File: config.mk
export PLATFORM = sky130hd
export DESIGN_NAME = dly_line_ctrl_flat
export DESIGN_NICKNAME = d
export VERILOG_FILES = /design/src/rtl/dly_pkg.sv /design/src/rtl/dly_line_ctrl_if.sv /design/src/rtl/srl_nx1.sv /design/src/rtl/dly_line_ctrl.sv /design/src/flat_wrapper.sv
export SDC_FILE = /design/constraint.sdc
export NUM_CORES = 1
export LEC_CHECK = 0
export ABC_AREA = 0
export CORE_ASPECT_RATIO = 1.5
export CORE_MARGIN = 1.5
export CORE_UTILIZATION = 54
export CTS_CLUSTER_SIZE = 10
export DETAILED_ROUTE_END_ITERATION = 10
export PLACE_DENSITY = 0.83
export SYNTH_ARGS = -nofsm -noshare
export SYNTH_HDL_FRONTEND = slang
export SYNTH_HIERARCHICAL = 1
export SYNTH_SLANG_ARGS = --single-unit
File: constraint.sdc
create_clock -name CLK -period 5 [get_ports CLK]
set_input_delay 1 -clock CLK [delete_from_list [all_inputs] [get_ports CLK]]
set_output_delay 1 -clock CLK [all_outputs]
set_load 0.05 [all_outputs]
File: src/rtl/dly_pkg.sv
// Shared definitions for the delay-line controller.
// Contents:
//   STALL_CNT_W - width of the stall counter output
//   dly_state_e - controller FSM state encoding (FLUSH, FILL, LIVE)
package dly_pkg;

  localparam int STALL_CNT_W = 16;

  typedef enum logic [1:0] {
    ST_FLUSH = 2'd0,
    ST_FILL  = 2'd1,
    ST_LIVE  = 2'd2
  } dly_state_e;

endpackage

File: src/rtl/dly_line_ctrl_if.sv
// Signal bundle between the delay-line controller and its user.
// Ports (as interface signals):
//   RUN       - shift enable (user -> controller)
//   FLUSH_REQ - clear and refill request (user -> controller)
//   DIN       - serial data in (user -> controller)
//   DOUT      - delay-line tap (controller -> user)
//   DOUT_VLD  - DOUT carries real delayed data
//   BUSY      - controller is flushing or filling
//   RDY_PLS   - one-cycle pulse on entering LIVE
//   STALL_CNT - saturating count of stalled LIVE cycles
// master: user side; slave: controller side.
interface dly_line_ctrl_if;
  import dly_pkg::*;

  logic                   RUN;
  logic                   FLUSH_REQ;
  logic                   DIN;
  logic                   DOUT;
  logic                   DOUT_VLD;
  logic                   BUSY;
  logic                   RDY_PLS;
  logic [STALL_CNT_W-1:0] STALL_CNT;

  modport master (
    output RUN, FLUSH_REQ, DIN,
    input  DOUT, DOUT_VLD, BUSY, RDY_PLS, STALL_CNT
  );

  modport slave (
    input  RUN, FLUSH_REQ, DIN,
    output DOUT, DOUT_VLD, BUSY, RDY_PLS, STALL_CNT
  );

endinterface

File: src/rtl/srl_nx1.sv
// Depth-stage, 1-bit shift register (SRL-style) with clock enable.
// Ports:
//   CLK - clock
//   CE  - shift enable
//   I   - serial input into stage 0
//   O   - last stage, combinational from the storage
// Contents are deliberately not reset so the structure maps to SRL primitives.
module srl_nx1 #(
  parameter int Depth = 16
) (
  input  logic CLK,
  input  logic CE,
  input  logic I,
  output logic O
);

  logic [Depth-1:0] sr_q;
  logic [Depth-1:0] sr_d;

  always_comb begin
    sr_d = sr_q;
    if (CE) begin
      sr_d = {sr_q[Depth-2:0], I};
    end
  end

  always_ff @(posedge CLK) begin
    sr_q <= sr_d;
  end

  assign O = sr_q[Depth-1];

endmodule

File: src/rtl/dly_line_ctrl.sv
// Delay-line controller: flushes an SRL with zeros, refills it with live
// data, then passes DIN through with a DEPTH-shift delay.
// Ports:
//   CLK - clock; RST - synchronous active-high reset
//   bus - dly_line_ctrl_if.slave (RUN, FLUSH_REQ, DIN in; DOUT, DOUT_VLD,
//         BUSY, RDY_PLS, STALL_CNT out)
// Optional feature: define DLY_STALL_CNT_EN to build the stall counter;
// otherwise STALL_CNT is tied to zero.
module dly_line_ctrl
  import dly_pkg::*;
#(
  parameter int DEPTH = 16,
  parameter int CNT_W = 7
) (
  input  logic           CLK,
  input  logic           RST,
  dly_line_ctrl_if.slave bus
);

  dly_state_e state_q, state_d;
  logic [CNT_W-1:0] cnt_q, cnt_d, cnt_inc;
  logic rdy_q, rdy_d;
  logic srl_ce, srl_i, srl_o;
  logic cnt_done;

  assign cnt_inc  = cnt_q + CNT_W'(1);
  // Equality only: the counter is cleared on every state entry, so it can
  // never pass DEPTH.
  assign cnt_done = (cnt_inc == CNT_W'(DEPTH));

  always_comb begin
    state_d = state_q;
    cnt_d   = cnt_q;
    srl_ce  = 1'b0;
    srl_i   = 1'b0;
    unique case (state_q)
      ST_FLUSH: begin
        // Shift zeros unconditionally; RUN and DIN are ignored here.
        srl_ce = 1'b1;
        srl_i  = 1'b0;
        cnt_d  = cnt_inc;
        if (cnt_done) begin
          state_d = ST_FILL;
          cnt_d   = '0;
        end
      end
      ST_FILL: begin
        srl_ce = bus.RUN;
        srl_i  = bus.DIN;
        if (bus.RUN) begin
          cnt_d = cnt_inc;
          if (cnt_done) begin
            state_d = ST_LIVE;
            cnt_d   = '0;
          end
        end
      end
      ST_LIVE: begin
        srl_ce = bus.RUN;
        srl_i  = bus.DIN;
      end
      default: begin
        state_d = ST_FLUSH;
        cnt_d   = '0;
      end
    endcase
    // A flush request overrides any transition taken above.
    if (bus.FLUSH_REQ) begin
      state_d = ST_FLUSH;
      cnt_d   = '0;
    end
    rdy_d = (state_q == ST_FILL) && (state_d == ST_LIVE);
  end

  always_ff @(posedge CLK) begin
    if (RST) begin
      state_q <= ST_FLUSH;
      cnt_q   <= '0;
      rdy_q   <= 1'b0;
    end else begin
      state_q <= state_d;
      cnt_q   <= cnt_d;
      rdy_q   <= rdy_d;
    end
  end

  srl_nx1 #(
    .Depth(DEPTH)
  ) u_srl (
    .CLK(CLK),
    .CE (srl_ce),
    .I  (srl_i),
    .O  (srl_o)
  );

  assign bus.DOUT     = srl_o;
  assign bus.DOUT_VLD = (state_q == ST_LIVE);
  assign bus.BUSY     = (state_q == ST_FLUSH) || (state_q == ST_FILL);
  assign bus.RDY_PLS  = rdy_q;

`ifdef DLY_STALL_CNT_EN
  logic [STALL_CNT_W-1:0] stall_q, stall_d;

  always_comb begin
    stall_d = stall_q;
    if ((state_q == ST_LIVE) && !bus.RUN && (stall_q != {STALL_CNT_W{1'b1}})) begin
      stall_d = stall_q + STALL_CNT_W'(1);
    end
    if (bus.FLUSH_REQ) begin
      stall_d = '0;
    end
  end

  always_ff @(posedge CLK) begin
    if (RST) begin
      stall_q <= '0;
    end else begin
      stall_q <= stall_d;
    end
  end

  assign bus.STALL_CNT = stall_q;
`else
  assign bus.STALL_CNT = '0;
`endif

endmodule

File: src/flat_wrapper.sv
// flat-port wrapper written by rule: the top's interface ports become plain ports
module dly_line_ctrl_flat import dly_pkg::*;
#(
  parameter int DEPTH = 16,
  parameter int CNT_W = 7
)
  (CLK, RST, bus_RUN, bus_FLUSH_REQ, bus_DIN, bus_DOUT, bus_DOUT_VLD, bus_BUSY, bus_RDY_PLS, bus_STALL_CNT);
  dly_line_ctrl_if bus_i ();
  input  logic CLK;
  input  logic RST;
  input wire logic [$bits(bus_i.RUN)-1:0] bus_RUN;
  input wire logic [$bits(bus_i.FLUSH_REQ)-1:0] bus_FLUSH_REQ;
  input wire logic [$bits(bus_i.DIN)-1:0] bus_DIN;
  output wire logic [$bits(bus_i.DOUT)-1:0] bus_DOUT;
  output wire logic [$bits(bus_i.DOUT_VLD)-1:0] bus_DOUT_VLD;
  output wire logic [$bits(bus_i.BUSY)-1:0] bus_BUSY;
  output wire logic [$bits(bus_i.RDY_PLS)-1:0] bus_RDY_PLS;
  output wire logic [$bits(bus_i.STALL_CNT)-1:0] bus_STALL_CNT;
  assign bus_i.RUN = bus_RUN;
  assign bus_i.FLUSH_REQ = bus_FLUSH_REQ;
  assign bus_i.DIN = bus_DIN;
  assign bus_DOUT = bus_i.DOUT;
  assign bus_DOUT_VLD = bus_i.DOUT_VLD;
  assign bus_BUSY = bus_i.BUSY;
  assign bus_RDY_PLS = bus_i.RDY_PLS;
  assign bus_STALL_CNT = bus_i.STALL_CNT;
  dly_line_ctrl #(.DEPTH(DEPTH), .CNT_W(CNT_W)) u_core (.CLK(CLK), .RST(RST), .bus(bus_i));
endmodule
==> flow_summary.toml <==
[outcome]
status = "finished clean"

[floorplan]
die-area_sq_um = 2730
boundaryPins = 25
core_sq_um = 2260
fp-row-count = 21
initial_core_util_pct = 57.8
die_w_microns = 43.1
die_y_microns = 63.2

[power]
p_sw_mw = 0.0948
clockPowerShare_pct = 35.6
total_power_mw = 0.406
power.density_nw_per_um2 = 291
p_comb_share_pct = 8.6
ir_drop_mv = 0.175
p_leak_nw = 0.563
p_int_mw = 0.311
p_seq_share_pct = 55.8
switching_share_pct = 23.4

[timing]
holdWs_ns = 0.439
grt_setup_unrepaired = "no"
fmax_mhz = 291
setup_viol = 0
hold_viol = 0
setup_slack_ns = 1.56
max_slew_margin_pct = 20.0
final.setup_skew_ns = 0.0199
worstMarginPinSlew_ns = 1.20
period_share_pct = 68.7
post-route-min-period_ns = 3.44
report.final.slew_viol_count = 0
setup_tns_ns = 0

[global_routing]
grt_pass1_wl_mm = 3.81
grt_use_total_pct = 18.3
grt_max_degree = 17
grt_pass1_vias = 840
antenna_found_initial = 0
grt.overflow.total = 0

[drt]
final_antenna_net_count = 0
drc_errors = 0
via_per_inst = 5.92
wl_per_cell_microns = 14.6
routed_wl_mm = 2.23
drt-initial-drc-count = 40
firstDrtPassIters = 4
dr_total_vias = 906

[clock_tree]
clk_pin_slew_ns = 0.15
clockBufferDepth = 2
holdBufCountCts = 0
cts.sinks = 26
clk_latency_ns = 0.33
cts_setup_buffers = 0
htreeDepth = 1
ctsRootBufferMaster = "clkbuf_4"
cts_tree = "built"
numCtsBuffers = 3
cts_resized = 0

[critical_path]
cpMaxStageDelayCell = "clkdlybuf4s50_1"
crit_path_cell_trace = "inv_1 -> ha_1 -> nor2_1 -> inv_1 -> clkdlybuf4s50_1"
crit_required_ns = 4.00
crit_path_max_fanout = 7
slowest_delay_ns = 0.73
cp-end-kind = "primary output"
crit_top_cell = "inv_1"
crit_arrival_ns = 2.44
crit_type = "flop to primary output"
cp-start-kind = "flop"

[cells_and_area]
diodes = 0
final_nets = 142
final_util_pct = 61.7
area_growth_pct = 6.90
drive_gt1_share_pct = 10.0

[placed_design]
numPortBuffers = 8
pre_cts_ws_ns = 1.98
routabilityCongestion = 0.844
place_hpwl_mm = 1.58

[yosys]
ys_ff_latch = 26
synth.largest_area_cell = "edfxtp_1"
ys_warn_count = 6
synth_edf_count = 16
yosysSeqAreaShare_pct = 52.2
yosys.cell_types.count = 35
syn_area_sq_um = 1310
synthCells = 121
synthTopCellsByArea = "edfxtp_1 (37%), dfxtp_1 (15%), buf_4 (9.2%)"
postSynth.asyncResetShare_pct = 0
yosysTopAreaCellShare_pct = 36.8
dominantRegCellSynth = "edfxtp_1"
syn-mean-instance-area_sq_um = 10.8

[min_path]
hp-class = "flop to flop"

[job]
max-cap-violations = 0
cells by family (layout without fill, tap and decap cells):
kind of cell	Yosys count	after routing	synth area share [%]
simple gates	39	39	16.7
compound gates	26	26	13.1
flops	26	26	52.2
buf+inv	22	16	10.9
fa+ha+maj	6	6	5.75
other cells	1	16	0.287
mux	1	1	1.05
area by class of cell:
type	instances	area, sq um
fillers	183	865
flip-flops and latches	26	681
multi-input cells	88	538
repair buffers	8	80.1
clock inverters	1	30.0
well taps	23	28.8
clock buffers	3	22.5
inverters	4	15.0
worst paths after layout:
path	startpoint	endpoint	slack, ns	depth (start not counted)
worst max-delay path	u_core/state_q[0]$_SDFF_PP0_	bus_BUSY	1.56	5
worst min-delay path	u_core/u_srl/sr_q[10]$_DFFE_PP_	u_core/u_srl/sr_q[11]$_DFFE_PP_	0.44	0
worst max register to register	u_core/state_q[1]$_SDFF_PP0_	u_core/u_srl/sr_q[15]$_DFFE_PP_	2.74	4
worst min register to register	u_core/u_srl/sr_q[10]$_DFFE_PP_	u_core/u_srl/sr_q[11]$_DFFE_PP_	0.44	0
worst max-delay path: cells and delay by family (launching register included):
kind | cells | cell delay [ns]
buf+inv | 3 | 1.02
fa+ha+maj | 1 | 0.29
simple gates | 1 | 0.36
flops | 1 | 0.43
Yosys cell counts (2+ instances only):
master / count
a21oi_1: 9
edfxtp_1: 16
and3_2: 2
a31oi_1: 2
nand2b_1: 2
clkbuf_1: 2
dfxtp_1: 10
o211ai_1: 2
inv_1: 4
nand2_1: 7
buf_4: 16
ha_1: 6
nor2_1: 8
nand4_1: 3
nand3_1: 5
nand4b_1: 2
o21ai_0: 5
nor3_1: 3
routing by layer:
layer	global-route usage, %	vias up	wire length (microns)
li1	-	423	-
met1	23.6	439	940
met2	28.5	38	1130
met3	2.58	6	109
met4	11.0	0	53
met5	0	-	0
sequential cells by signal, indices dropped and copies added, names as in the netlist:
name,cells
u_core/bus.RDY_PLS,1
u_core/cnt_q,7
u_core/state_q,2
u_core/u_srl/sr_q,16
power groups by stage:
stage / clock [mW] / combinational [mW] / sequential, mW
4_1_cts: 0.147 / 0.0344 / 0.226
2_1_floorplan: 0 / 0.0399 / 0.231
5_1_grt: 0.158 / 0.0364 / 0.227
3_5_place_dp: 0 / 0.0344 / 0.231
3_3_place_gp: 0 / 0.0341 / 0.231
6_report: 0.145 / 0.0349 / 0.226
cell usage in the layout, fill, tap and decap left out, drive strengths merged, types with 2 or more instances in the layout:
cell type	count
o21ai	6
nand2b	2
edfxtp	16
and2	2
nor2	8
nand4	3
clkdlybuf4s50	8
o211ai	2
a31oi	2
nor3	3
nand2	7
conb	16
nand3	5
and3	3
ha	6
dfxtp	10
a21oi	9
clkbuf	3
nand4b	2
inv	4
through the flow:
| stage | cell area (sq um) | instances |
|---|---|---|
| floorplan | 1360 | 136 |
| detailed placement | 1340 | 149 |
| global route | 1400 | 153 |
| CTS | 1400 | 153 |
| finish | 1400 | 153 |
| global placement | 1340 | 149 |
Note: power is estimated with default switching activity, not from simulation.
